--- config.mk ---
export PLATFORM = sky130hd
export DESIGN_NAME = rx_frame_timing_counter
export DESIGN_NICKNAME = d
export VERILOG_FILES = /design/src/rtl/rx_frame_timing_counter.sv
export SDC_FILE = /design/constraint.sdc
export NUM_CORES = 1
export LEC_CHECK = 0
export ABC_CLOCK_PERIOD_IN_PS = 3500
export CORE_MARGIN = 2
export CORE_UTILIZATION = 49
export DETAILED_ROUTE_END_ITERATION = 16
export GPL_ROUTABILITY_DRIVEN = 0
export PLACE_DENSITY = 0.78
export SYNTH_ARGS = -nofsm -noshare
export SYNTH_HDL_FRONTEND = slang
export SYNTH_SLANG_ARGS = --single-unit
--- constraint.sdc ---
create_clock -name CLK -period 3.5 [get_ports CLK]
set_clock_uncertainty 0.15 [all_clocks]
set_input_delay 0.525 -clock CLK [delete_from_list [all_inputs] [get_ports CLK]]
set_output_delay 0.525 -clock CLK [all_outputs]
set_load 0.03 [all_outputs]
--- src/rtl/rx_frame_timing_counter.sv ---
// Per-frame RX timing: oversampling edge count, bit position, mid-bit sample
// strobes, bit/frame completion and field decode, with config latched per frame.
module rx_frame_timing_counter #(
  parameter int PRESCALE_WIDTH = 6,
  parameter int BIT_CNT_WIDTH  = 4,
  parameter int MAX_DATA_BITS  = 9,
  parameter int DATA_IDX_WIDTH = 4
) (
  input  logic                      CLK,
  input  logic                      RST,
  input  logic                      enable,
  input  logic                      restart,
  input  logic [PRESCALE_WIDTH-1:0] prescale,
  input  logic [3:0]                data_bits,
  input  logic                      PAR_EN,
  input  logic                      stop2,
  output logic [PRESCALE_WIDTH-1:0] edge_cnt,
  output logic [BIT_CNT_WIDTH-1:0]  bit_cnt,
  output logic [1:0]                field,
  output logic [DATA_IDX_WIDTH-1:0] data_idx,
  output logic                      sample_stb,
  output logic                      sample_last,
  output logic                      bit_done,
  output logic                      frame_done
);

  localparam logic [PRESCALE_WIDTH-1:0] PRESC_ONE  = PRESCALE_WIDTH'(1);
  localparam logic [PRESCALE_WIDTH-1:0] PRESC_MIN  = PRESCALE_WIDTH'(4);
  localparam logic [PRESCALE_WIDTH-1:0] PRESC_RST  = PRESCALE_WIDTH'(8);
  localparam logic [BIT_CNT_WIDTH-1:0]  BIT_ONE    = BIT_CNT_WIDTH'(1);
  localparam logic [BIT_CNT_WIDTH-1:0]  BIT_TWO    = BIT_CNT_WIDTH'(2);
  localparam logic [3:0]                DBITS_MIN  = 4'd5;
  localparam logic [3:0]                DBITS_MAX  = 4'(MAX_DATA_BITS);
  localparam logic [3:0]                DBITS_RST  = 4'd8;

  logic [PRESCALE_WIDTH-1:0] edge_cnt_r;
  logic [BIT_CNT_WIDTH-1:0]  bit_cnt_r;
  logic                      active_r;
  logic [PRESCALE_WIDTH-1:0] presc_l_r;
  logic [3:0]                dbits_l_r;
  logic                      par_l_r;
  logic                      stop2_l_r;

  logic [PRESCALE_WIDTH-1:0] presc_in_s;
  logic [3:0]                dbits_in_s;
  logic [PRESCALE_WIDTH-1:0] presc_s;
  logic [3:0]                dbits_s;
  logic                      par_s;
  logic                      stop2_s;
  logic [BIT_CNT_WIDTH-1:0]  fl_s;
  logic [PRESCALE_WIDTH-1:0] mid_s;
  logic                      edge_wrap_s;
  logic                      bit_last_s;

  // Clamp the raw inputs and pick the config in force: the inputs themselves on the
  // cycle they get latched, so the first cycle of a frame already decodes correctly.
  always_comb begin
    presc_in_s = prescale;
    dbits_in_s = data_bits;
    if (prescale < PRESC_MIN) begin
      presc_in_s = PRESC_MIN;
    end else begin
      presc_in_s = prescale;
    end
    if (data_bits < DBITS_MIN) begin
      dbits_in_s = DBITS_MIN;
    end else if (data_bits > DBITS_MAX) begin
      dbits_in_s = DBITS_MAX;
    end else begin
      dbits_in_s = data_bits;
    end
    if (active_r) begin
      presc_s = presc_l_r;
      dbits_s = dbits_l_r;
      par_s   = par_l_r;
      stop2_s = stop2_l_r;
    end else begin
      presc_s = presc_in_s;
      dbits_s = dbits_in_s;
      par_s   = PAR_EN;
      stop2_s = stop2;
    end
    fl_s = BIT_ONE + BIT_CNT_WIDTH'(dbits_s) + BIT_CNT_WIDTH'(par_s)
         + (stop2_s ? BIT_TWO : BIT_ONE);
    mid_s       = presc_s >> 1;
    edge_wrap_s = (edge_cnt_r >= presc_s);
    bit_last_s  = (bit_cnt_r >= fl_s);
  end

  // Counter and config-latch state; restart outranks enable, RST outranks all.
  always_ff @(posedge CLK) begin
    if (RST) begin
      edge_cnt_r <= PRESC_ONE;
      bit_cnt_r  <= BIT_ONE;
      active_r   <= 1'b0;
      presc_l_r  <= PRESC_RST;
      dbits_l_r  <= DBITS_RST;
      par_l_r    <= 1'b0;
      stop2_l_r  <= 1'b0;
    end else if (restart) begin
      edge_cnt_r <= PRESC_ONE;
      bit_cnt_r  <= BIT_ONE;
      active_r   <= 1'b1;
      presc_l_r  <= presc_in_s;
      dbits_l_r  <= dbits_in_s;
      par_l_r    <= PAR_EN;
      stop2_l_r  <= stop2;
    end else if (!enable) begin
      edge_cnt_r <= PRESC_ONE;
      bit_cnt_r  <= BIT_ONE;
      active_r   <= 1'b0;
    end else begin
      if (!active_r) begin
        active_r  <= 1'b1;
        presc_l_r <= presc_in_s;
        dbits_l_r <= dbits_in_s;
        par_l_r   <= PAR_EN;
        stop2_l_r <= stop2;
      end else begin
        active_r <= 1'b1;
      end
      if (edge_wrap_s) begin
        edge_cnt_r <= PRESC_ONE;
        if (bit_last_s) begin
          bit_cnt_r <= BIT_ONE;
          active_r  <= 1'b0;
        end else begin
          bit_cnt_r <= bit_cnt_r + BIT_ONE;
        end
      end else begin
        edge_cnt_r <= edge_cnt_r + PRESC_ONE;
      end
    end
  end

  // Strobes and field decode, aligned with the counter values shown this cycle.
  always_comb begin
    sample_stb  = 1'b0;
    sample_last = 1'b0;
    bit_done    = 1'b0;
    frame_done  = 1'b0;
    field       = 2'd0;
    data_idx    = {DATA_IDX_WIDTH{1'b0}};
    if (enable) begin
      sample_stb  = (edge_cnt_r == mid_s - PRESC_ONE) || (edge_cnt_r == mid_s)
                 || (edge_cnt_r == mid_s + PRESC_ONE);
      sample_last = (edge_cnt_r == mid_s + PRESC_ONE);
      bit_done    = (edge_cnt_r == presc_s);
      frame_done  = (edge_cnt_r == presc_s) && (bit_cnt_r == fl_s);
      if (bit_cnt_r == BIT_ONE) begin
        field = 2'd0;
      end else if (bit_cnt_r <= BIT_CNT_WIDTH'(dbits_s) + BIT_ONE) begin
        field    = 2'd1;
        data_idx = DATA_IDX_WIDTH'(bit_cnt_r - BIT_TWO);
      end else if (par_s && (bit_cnt_r == BIT_CNT_WIDTH'(dbits_s) + BIT_TWO)) begin
        field = 2'd2;
      end else begin
        field = 2'd3;
      end
    end else begin
      field = 2'd0;
    end
  end

  assign edge_cnt = edge_cnt_r;
  assign bit_cnt  = bit_cnt_r;

endmodule

# Word level (Yosys, flattened, before mapping)
# Cells that the tools add are included.
# Widths: inputs -> output; s select.
[classes]
add_sub_neg = 9
multipliers = 0
div_mod_pow = 0
n_lt_le_gt_ge = 6
eq_ne = 7
shifts = 0
muxes = 32
n_bitwise = 1
n_reduce_logical = 7
[op_table]
columns = ["op", "count"]
rows = [
  ["$mux 4", 9],
  ["$mux 6", 4],
  ["$eq 6x6->1", 3],
  ["$mux 1", 15],
  ["$add 4x1->4 const B", 2],
  ["$eq 4x4->1", 2],
  ["$mux 2", 4],
  ["$add 5x1->6 const B", 1],
  ["$add 6x1->6 const B", 1],
  ["$eq 6x5->1", 1],
  ["$ge 6x6->1", 1],
  ["$lt 6x3->1 const B", 1],
  ["$sub 5x1->6 const B", 1],
  ["$add 4x1->4", 1],
  ["$add 4x2->4", 1],
  ["$add 4x2->4 const B", 1],
  ["$eq 4x1->1 const B", 1],
  ["$ge 4x4->1", 1],
  ["$gt 4x4->1 const B", 1],
  ["$le 4x4->1", 1],
  ["$lt 4x3->1 const B", 1],
  ["$reduce_or 4->1", 1],
  ["$sub 4x2->4 const B", 1],
  ["$reduce_or 3->1", 1],
  ["other kinds (4)", 6],
]
[word_totals]
regBits = 23
latch_bits = 0
mem_bits_rw = 0
romBits = 0
output_inout_bits = 20
word_cells = 69
n_memories = 0

# Longest topological paths before layout
# Gate-level depths: netlist of the first run.
[logic_depth]
ltp_word = 12
ltp_mapped = 17

# Worst setup path after synthesis of the first run
# OpenSTA, ideal clock, no wires.
[synth_timing]
path_type = "input to output"
from = "input data_bits[3]"
to = "output frame_done"
t_arrival_ps = 2987
required_ps = 2825
path_slack_ps = -162
stages = 12
n_path_buf = 1
cell_sequence = "and3b_1 -> o21ai_0 -> and2_1 -> buf_2 -> xnor2_1 -> ha_1 -> o21bai_1 -> fa_1 -> xor2_1 -> ha_1 -> nand4_1 -> nor2_1"
[synth_via]
elab_chain_len = 10
word_cells_on_any_way = 11
[synth_rtl]
columns = ["item", "line", "text"]
rows = [
  ["from (decl)", "14", "input logic [3:0] data_bits,"],
  ["$gt 4x4->1", "67", "end else if (data_bits > DBITS_MAX) begin"],
  ["$mux 4", "67", ""],
  ["$mux 4 *", "65", "if (data_bits < DBITS_MIN) begin"],
  ["$mux 4 *", "-", ""],
  ["$add 4x1->4 * (2 in a row)", "83", "fl_s = BIT_ONE + BIT_CNT_WIDTH'(dbits_s) + BIT_CNT_WIDTH'(par_s)"],
  ["$add 4x2->4 *", "84", "+ (stop2_s ? BIT_TWO : BIT_ONE);"],
  ["$eq 4x4->1 *", "149", "frame_done = (edge_cnt_r == presc_s) && (bit_cnt_r == fl_s);"],
  ["$logic_and 1x1->1 *", "149", ""],
  ["$mux 1 *", "144", "if (enable) begin"],
  ["to (decl)", "24", "output logic frame_done"],
]
# Every way passes the cells marked *; elsewhere a longest branch is shown, timed or not.

# Worst setup path in the final report of the first run
[layout_timing]
from = "input data_bits[2]"
to = "output frame_done"
# The elaborated chain is that of the path after synthesis.

==> results.ini, run 1 <==
[run_status]
outcome = finished, violations left
violations = setup timing

[timing]
period_needed_ns = 3.53
finalSetupTns_ns = -0.0576
hold_violations = 0
worst_pin_slew_ns = 0.559
fmax_ghz = 0.283
fin_crit_sh = 1.01
setup_viol = 3
relSlewSlack = 0.622
rsz0062_at_grt = yes
fin_ws_ns = -0.0306
slew_viol_final = 0

[die]
die_w_um = 69.8
num_rows = 23
die_h_um = 69.8
core_mm2 = 0.00409
die-area_mm2 = 0.00487
initial_core_util = 0.519
ios = 36

[synth]
synth_nets = 312
async_flop_share = 0
synth-seq-cells = 23
yosysTopAreaCell = dfxtp_1
synth_edf_count = 0
yosys-top-cells-area = dfxtp_1 (22%), ha_1 (15%), xnor2_1 (8.3%), nand2_1 (4.8%), nor2_1 (4.6%)
postSynthAreaPerCell_um2 = 7.86
ys_warn_count = 0
netlist.area_leader.share = 0.217
synth.most_common_cell = nand2_1
ys_seq_area_frac = 0.217
synthesis.area_mm2 = 0.00212
synth_common_cells = nand2_1 (27), nor2_1 (26), ha_1 (25)
synthDistinctLibCells = 56
synthCells = 270
ys.flop_type = dfxtp_1

[pwr]
p_int_w = 0.000568
seqPwrFrac = 0.336
power.net_switching_w = 0.000292
p_leak_nw = 1.40
finalPower_w = 0.000860
swShare = 0.340
powerDensity_mw_per_mm2 = 275
ir_drop_mv = 0.147
share_comb_of_total_power = 0.470
clockPowerShare = 0.194

[critical_path]
required_ns = 2.82
worstSetupPathType = in -> out
crit-reg2reg-launch = active_r
crit_path_start = data_bits[2]
startpoint_type = primary input
crit_arrival_ns = 2.86
crit_path_end_kind = primary output
path_max_fanout = 4

[clock_tree]
cts-root-buf = clkbuf_8
cts_inserted_buffers = 3
cts_buffer_depth = 2
htreeDepth = 1
clkTransAtPathRegs_ns = 0.08
hold_buffers = 0
numClockSinks = 23
insertion_delay_ns = 0.26
cts_tree = yes

[global_route]
grt_usage = 0.236
grt_pass1_wl_mm = 9.55
grt-ovfl-total = 0
grt_pass1_vias = 2154
grt_max_degree = 15
antenna_found_initial = 0

[placement]
hpwl_mm = 4.25
port_buffers = 35
dp.cells = 389
place_ws_ns = -0.659
dpl-instance-area_mm2 = 0.00280

[layout]
multi_input_area_mm2 = 0.00174
antenna_cells = 0
seq_area_um2 = 464
layout-drive-gt1-share = 0.314
nets = 396
fill_cells = 292
post-route-cell-area_mm2 = 0.00313
fin_cells = 403
syn2layout_area_growth_pct = 47.5

[route]
via_count = 2285
wl_mm = 5.99
ant_nets = 0
drc = 0
drtIter0Drc = 89
wl_per_cell_um = 14.9
first_pass_iters = 4
via_per_inst = 5.67

[hold_path]
hp-start = dbits_l_r[3]
hold_path_class = reg -> reg

[job]
maxCapViolations = 0

-- layer usage --
| metal | up-vias | GRT usage | wire length [um] |
|---|---|---|---|
| li1 | 1123 | - | - |
| met5 | - | 0 | 0 |
| met2 | 48 | 0.422 | 3060 |
| met1 | 1104 | 0.292 | 2640 |
| met3 | 10 | 0.0218 | 167 |
| met4 | 0 | 0.0833 | 123 |
-- per-stage QoR --
step	hold slack, ns	utilization
2_1_floorplan	0.273	-
3_3_place_gp	0.284	0.686
3_5_place_dp	0.297	0.686
4_1_cts	0.310	0.740
5_1_grt	0.359	0.766
6_report	0.306	0.766
-- worst paths after layout --
check | endpoint | cells past startpoint | slack, ns
worst max-delay path | frame_done | 13 | -0.03
worst min-delay path | dbits_l_r[3] | 2 | 0.31
worst max register to register | bit_cnt[1] | 14 | 0.28
worst min register to register | dbits_l_r[3] | 2 | 0.31
-- sequential cells by signal, indices dropped and copies added, names as in the netlist --
name       flops
presc_l_r      6
stop2_l_r      1
par_l_r        1
edge_cnt       6
active_r       1
bit_cnt        4
dbits_l_r      4
-- kinds of logic after synthesis --
group                      Yosys count  synth area share
and+or+nand+nor                    104             0.245
AOI/OAI and AO/OA                   58             0.183
xor gates and xnor gates            26             0.107
buffers and inverters               26            0.0519
adders and majority gates           26             0.157
DFF                                 23             0.217
muxes                                7            0.0383
-- area by class of cell --
cell class / instances / area share
Tap cell: 50 / 0.0200
Multi-Input combinational cell: 221 / 0.557
Inverter: 17 / 0.0204
Sequential cell: 23 / 0.148
Clock buffer: 4 / 0.0144
Timing Repair Buffer: 88 / 0.240
-- power groups by stage --
stage | logic (W) | registers (W) | clock network (W)
2_1_floorplan | 0.000206 | 0.000292 | 0
3_3_place_gp | 0.000327 | 0.000293 | 0
3_5_place_dp | 0.000337 | 0.000294 | 0
4_1_cts | 0.000374 | 0.000289 | 0.000170
5_1_grt | 0.000440 | 0.000291 | 0.000182
6_report | 0.000404 | 0.000289 | 0.000167
-- worst max-delay path, cell delays in order --
cell and delay (ns):
buf_8 0.10, and3b_2 0.22, o21ai_2 0.16, and2_4 0.22, xnor2_2 0.07, ha_2 0.17, o21bai_4 0.17, fa_2 0.53
inv_2 0.05, ha_4 0.25, nand4_1 0.14, nor2_4 0.12, buf_6 0.13
-- placed cells by master, fill, tap and decap left out, drive strengths merged, types with 9 or more instances in the layout --
cell type and instances:
a21oi 18, buf 66, clkdlybuf4s50 14, dfxtp 23
ha 25, inv 17, nand2 27, nand3 10
nor2 26, nor3 12, o21ai 9, xnor2 20
-- what timing repair did --
item,in CTS,in global routing
pin swaps,21,20
buffers inserted,4,6
gates resized for setup,63,15
setup endpoints to repair,14,7
(Power assumes the default switching activity.)
==> run 2: changes to the inputs <==
--- a/config.mk
+++ b/config.mk
@@ -7,3 +7,2 @@
 export LEC_CHECK = 0
-export ABC_CLOCK_PERIOD_IN_PS = 3500
 export CORE_MARGIN = 2
==> constraint.sdc (replaced) <==
create_clock -name CLK -period 3.5 [get_ports CLK]
set_clock_uncertainty 0.15 [all_clocks]
set_input_delay 0.875 -clock CLK [delete_from_list [all_inputs] [get_ports CLK]]
set_output_delay 0.875 -clock CLK [all_outputs]
set_load 0.03 [all_outputs]
==> run 2 against run 1 <==
The flow still finishes with violations (setup timing). Highest routed layer unchanged. Maximum frequency shrank 16%. Global-route usage grew 2.9 points. Critical path type unchanged. Clock-buffer cell count is the same. Flip-flop and latch count is the same. Via count grew 7.0%. Routed wire length grew 22%. Non-clock buffer count grew 9.
==> results.ini, run 2 (same netlist as run 1, synthesis figures left out) <==
[global_route]
grt-ovfl-total = 0  ; unchanged
top_usage_layer = met2  ; unchanged
grt_usage = 0.264  ; was 0.236
use_met2 = 0.503  ; was 0.422
grt_max_degree = 14  ; was 15
grt_pass1_vias = 2371  ; was 2154
grt_pass1_wl_mm = 10.6  ; was 9.55 mm
use_met3 = 0.0291  ; was 0.0218
grtUsageMet1 = 0.300  ; was 0.292
antenna_found_initial = 0  ; unchanged

[route]
ant_nets = 0  ; unchanged
via_count = 2445  ; was 2285
drtIter0Drc = 96  ; was 89
drc = 0  ; unchanged
wl_per_cell_um = 17.7  ; was 14.9 um
wl_mm = 7.31  ; was 5.99 mm
via_per_inst = 5.93  ; was 5.67
first_pass_iters = 6  ; was 4

[critical_path]
crit_path_end_kind = primary output  ; unchanged
critical_path.cell_chain = buf_8 > and3b_2 > o21ai_2 > and2_4 > xnor2_2 > ha_2 > o21bai_4 > fa_2 > inv_2 > ha_4 > nand4_1 > nor2_4 > buf_6  ; unchanged
crit_arrival_ns = 3.18  ; was 2.86 ns
required_ns = 2.47  ; was 2.82 ns
cpPeakStageDelay_ns = 0.54  ; was 0.53 ns
crit_slowest_cell = fa_2  ; unchanged
path_max_fanout = 3  ; was 4
worstSetupPathType = in -> out  ; unchanged
startpoint_type = primary input  ; unchanged

[timing]
slew_viol_final = 0  ; unchanged
rsz0062_at_grt = yes  ; unchanged
fin_crit_sh = 1.20  ; was 1.01
period_needed_ns = 4.20  ; was 3.53 ns
finalSetupTns_ns = -5.37  ; was -0.0576 ns
setup_viol = 15  ; was 3
worst_pin_slew_ns = 0.632  ; was 0.559 ns
fmax_ghz = 0.238  ; was 0.283 GHz
hold_violations = 0  ; unchanged
relSlewSlack = 0.579  ; was 0.622
fin_ws_ns = -0.700  ; was -0.0306 ns

[job]
maxCapViolations = 0  ; unchanged

[die]
initial_core_util = 0.519  ; unchanged
die_w_um = 69.8  ; unchanged
ios = 36  ; unchanged
num_rows = 23  ; unchanged
die_h_um = 69.8  ; unchanged
core_mm2 = 0.00409  ; unchanged
die-area_mm2 = 0.00487  ; unchanged

[run_status]
outcome = finished, violations left  ; unchanged
violations = setup timing  ; unchanged

[clock_tree]
htreeDepth = 1  ; unchanged
numClockSinks = 23  ; unchanged
cts_buffer_depth = 2  ; unchanged
hold_buffers = 0  ; unchanged
cts-root-buf = clkbuf_8  ; unchanged
cts_tree = yes  ; unchanged
cts_inserted_buffers = 3  ; unchanged
insertion_delay_ns = 0.27  ; was 0.26 ns
clkTransAtPathRegs_ns = 0.08  ; about the same

[layout]
final_common_cell = buf_4  ; unchanged
final_util = 0.854  ; was 0.766
final_cell_mix = buf_4 (54), dfxtp_1 (23), nand2_1 (22), buf_6 (22), nor2_1 (19)  ; was buf_4 (56), nand2_1 (25), nor2_1 (23)
layout-drive-gt1-share = 0.425  ; was 0.314
antenna_cells = 0  ; unchanged
syn2layout_area_growth_pct = 64.4  ; was 47.5%
nets = 405  ; was 396

[placement]
port_buffers = 35  ; unchanged
hpwl_mm = 4.52  ; was 4.25 mm

[hold_path]
hold_path_class = reg -> reg  ; unchanged

[pwr]
p_leak_nw = 1.49  ; was 1.40 nW
ir_drop_mv = 0.205  ; was 0.147 mV
powerDensity_mw_per_mm2 = 270  ; was 275 mW/mm2
finalPower_w = 0.000943  ; was 0.000860 W

-- run 2: cell count changes in the layout (fill, tap and decap cells not counted), moves of 3 or more --
cell           delta
nor2_1            -4
a21oi_1           -5
dlygate4sd2_1     -5
buf_6            +13
nand2_1           -3
nor2_4            +4
o21ai_0           -3
inv_1             -3
a21oi_2           +3
-- run 2: area by class of cell --
| class | instances | area, um2 |
|---|---|---|
| clock buffers | 4 | 45.0 |
| fillers | 241 | 598 |
| inverters | 17 | 71.3 |
| multi-input cells | 221 | 1990 |
| flip-flops and latches | 23 | 460 |
| well taps | 50 | 62.6 |
| repair buffers | 97 | 862 |
-- run 2: what timing repair did --
item,in CTS,in global routing
setup buffers,4,8
setup endpoints to repair,15,15
gates resized for setup,89,34
pin swaps,39,22
-- run 2: worst paths after layout --
| kind | to | slack, ns | from | depth (start not counted) |
|---|---|---|---|---|
| min reg2reg | par_l_r | 0.32 | par_l_r | 2 |
| max | frame_done | -0.70 | data_bits[1] | 13 |
| min | par_l_r | 0.32 | par_l_r | 2 |
| max reg2reg | bit_cnt[1] | 0.07 | active_r | 13 |
-- run 2: per-layer routing --
layer  routed length, um  share of wire  up-vias
met5                   0              0        -
met4                 422          0.058        0
met3                 370          0.051       42
met2                3710           0.51      111
met1                2800           0.38     1143
li1                    -              -     1149
-- run 2: per-stage QoR --
stage | cell area (um2) | std cells | setup WS [ns] | hold slack [ns]
after global placement | 3000 | 399 | -1.12 | 0.282
after floorplan | 2270 | 270 | -0.623 | 0.273
final | 3490 | 412 | -0.700 | 0.317
after global routing | 3490 | 412 | -0.782 | 0.335
after CTS | 3290 | 407 | -0.681 | 0.311
after detailed placement | 3000 | 399 | -1.14 | 0.287
-- run 2: report_power, final --
group / switching (W) / internal (W)
logic: 0.000234 / 0.000250
clock network: 0.0000889 / 0.0000814
registers: 0.0000148 / 0.000274
total: 0.000338 / 0.000605
-- run 2: critical path: cells and delay by family --
kind            cells  cell delay (ns)
fa+ha+maj           3             0.98
simple gates        4             0.65
compound gates      2             0.32
xor+xnor            1             0.07
buf+inv             3             0.28
==> run 3: changes to the inputs <==
- CORE_UTILIZATION: 49 -> 45
- PLACE_DENSITY: 0.78 -> 0.72
==> run 3 against run 2 <==
The run still ends with setup timing left. Maximum frequency is 1.4% lower. Clock power is 4% higher. Via count is 1.2% lower. Critical endpoint unchanged. Largest cell class unchanged. Largest power group unchanged. Highest routed layer unchanged.
==> results.ini, run 3 (same netlist as run 1, synthesis figures left out) <==
[global_route]
grt_pass1_wl_mm = 10.3  ; was 10.6 mm
grt_usage = 0.243  ; was 0.264
antenna_found_initial = 0  ; unchanged
grt-ovfl-total = 0  ; unchanged
grt_pass1_vias = 2226  ; was 2371
grt_max_degree = 14  ; unchanged

[job]
maxCapViolations = 0  ; unchanged

[clock_tree]
htreeDepth = 1  ; unchanged
cts_inserted_buffers = 3  ; unchanged
numClockSinks = 23  ; unchanged
cts-root-buf = clkbuf_8  ; unchanged
insertion_delay_ns = 0.27  ; about the same
clkTransAtPathRegs_ns = 0.08  ; about the same
cts_buffer_depth = 2  ; unchanged
cts_tree = yes  ; unchanged

[run_status]
outcome = finished, violations left  ; unchanged
violations = setup timing  ; unchanged

[placement]
place_ws_ns = -1.19  ; was -1.14 ns
hpwl_mm = 4.22  ; was 4.52 mm
dp.cells = 402  ; was 399
port_buffers = 35  ; unchanged

[pwr]
share_comb_of_total_power = 0.527  ; was 0.513
power.net_switching_w = 0.000356  ; was 0.000338 W
swShare = 0.362  ; was 0.358
p_leak_nw = 1.54  ; was 1.49 nW
finalPower_w = 0.000982  ; was 0.000943 W
clockPowerShare = 0.179  ; was 0.181
powerDensity_mw_per_mm2 = 272  ; was 270 mW/mm2
ir_drop_mv = 0.203  ; was 0.205 mV
seqPwrFrac = 0.294  ; was 0.306
p_int_w = 0.000626  ; was 0.000605 W

[timing]
rsz0062_at_grt = yes  ; unchanged
slew_viol_final = 0  ; unchanged
fin_crit_sh = 1.22  ; was 1.20
period_needed_ns = 4.26  ; was 4.20 ns
fmax_ghz = 0.235  ; was 0.238 GHz
fin_ws_ns = -0.762  ; was -0.700 ns
finalSetupTns_ns = -6.29  ; was -5.37 ns
relSlewSlack = 0.604  ; was 0.579
setup_viol = 15  ; unchanged
hold_violations = 0  ; unchanged
worst_pin_slew_ns = 0.593  ; was 0.632 ns

[critical_path]
critical_path.cell_chain = buf_8 > and3b_2 > o21ai_2 > and2_4 > xnor2_2 > ha_2 > o21bai_4 > fa_2 > xor2_1 > ha_1 > nand4_1 > nor2_4 > buf_6  ; was buf_8 > and3b_2 > o21ai_2 > and2_4 > xnor2_2 > ha_2 > o21bai_4 > fa_2 > inv_2 > ha_4 > nand4_1 > nor2_4 > buf_6
cpPeakStageDelay_ns = 0.34  ; was 0.54 ns
rr_endpoint = bit_cnt[2]  ; was bit_cnt[1]
required_ns = 2.47  ; about the same
rrSetupSlack_ns = -0.10  ; was 0.07 ns
r2r_cells = 13  ; unchanged
crit_path_end_kind = primary output  ; unchanged
startpoint_type = primary input  ; unchanged
crit_arrival_ns = 3.24  ; was 3.18 ns
critPathBufInv = 2  ; was 3
worstSetupPathType = in -> out  ; unchanged
critPathTopFamily = adder cells  ; unchanged
crit_slowest_cell = fa_2  ; unchanged
path_max_fanout = 3  ; unchanged
crit-reg2reg-launch = active_r  ; unchanged

[route]
via_count = 2416  ; was 2445
first_pass_iters = 4  ; was 6
drtIter0Drc = 102  ; was 96
via_per_inst = 5.71  ; was 5.93
ant_nets = 0  ; unchanged
drc = 0  ; unchanged
wl_per_cell_um = 17.5  ; was 17.7 um
wl_mm = 7.40  ; was 7.31 mm

[layout]
layout-drive-gt1-share = 0.453  ; was 0.425
syn2layout_area_growth_pct = 70.3  ; was 64.4%
fin_cells = 423  ; was 412
fill_cells = 256  ; was 241
antenna_cells = 0  ; unchanged
nets = 414  ; was 405
final_common_cell = buf_4  ; unchanged
final_cell_mix = buf_4 (58), buf_6 (27), nand2_1 (23), dfxtp_1 (23), nor2_1 (18)  ; was buf_4 (54), dfxtp_1 (23), nand2_1 (22), buf_6 (22), nor2_1 (19)

[die]
die-area_mm2 = 0.00528  ; was 0.00487 mm2
ios = 36  ; unchanged
num_rows = 24  ; was 23
die_w_um = 72.7  ; was 69.8 um
die_h_um = 72.7  ; was 69.8 um
core_mm2 = 0.00444  ; was 0.00409 mm2
initial_core_util = 0.477  ; was 0.519

[hold_path]
hold_path_class = reg -> reg  ; unchanged
hp-start = par_l_r  ; unchanged
whs_endpoint = par_l_r  ; unchanged
hold-path-cell-count = 2  ; unchanged

[run 3: worst max-delay path by stage]
stage	start	endpoint	slack [ns]	cells past startpoint
after detailed placement	data_bits[3]	frame_done	-1.19	13
after CTS	data_bits[1]	frame_done	-0.71	13
after global placement	data_bits[3]	frame_done	-1.17	13
after floorplan	data_bits[3]	frame_done	-0.62	12
final	data_bits[2]	frame_done	-0.76	13
after global routing	data_bits[2]	frame_done	-0.87	13
[run 3: power groups by stage]
stage               clock network, W  logic, W  registers [W]
global route                0.000187  0.000553       0.000291
global placement                   0  0.000354       0.000293
floorplan                          0  0.000227       0.000293
finish                      0.000176  0.000518       0.000289
CTS                         0.000173  0.000417       0.000288
detailed placement                 0  0.000361       0.000293
[run 3: tightest hold or removal path, stage by stage (launching register included)]
cell and delay, ns:
dfxtp_1 0.32, nand2_1 0.05, a21oi_1 0.05
[run 3: stage by stage]
stage | instance area (um2) | util | hold WS (ns)
global placement | 3010 | 0.678 | 0.287
finish | 3610 | 0.813 | 0.310
detailed placement | 3010 | 0.678 | 0.289
CTS | 3390 | 0.764 | 0.302
global route | 3610 | 0.813 | 0.356
floorplan | 2270 | - | 0.273
[run 3: routing by layer]
layer	GRT usage	part of all wire
met5	0	0
met4	0.0720	0.025
met3	0.0221	0.039
met2	0.428	0.51
met1	0.314	0.42
[run 3: layout make-up]
type	instances	area [um2]	area share
clock buffers	4	45.0	0.0125
inverters	17	66.3	0.0183
multi-input cells	221	2030	0.562
flip-flops and latches	23	460	0.127
well taps	52	65.1	0.0180
repair buffers	106	947	0.262
[run 3: what timing repair did]
| action | CTS | global route |
|---|---|---|
| gates resized for setup | 95 | 37 |
| setup endpoints to repair | 15 | 15 |
| buffers inserted | 12 | 8 |
| endpoints found under the hold margin | 0 | 0 |
| pin swaps | 39 | 44 |
| hold buffers | 0 | 0 |
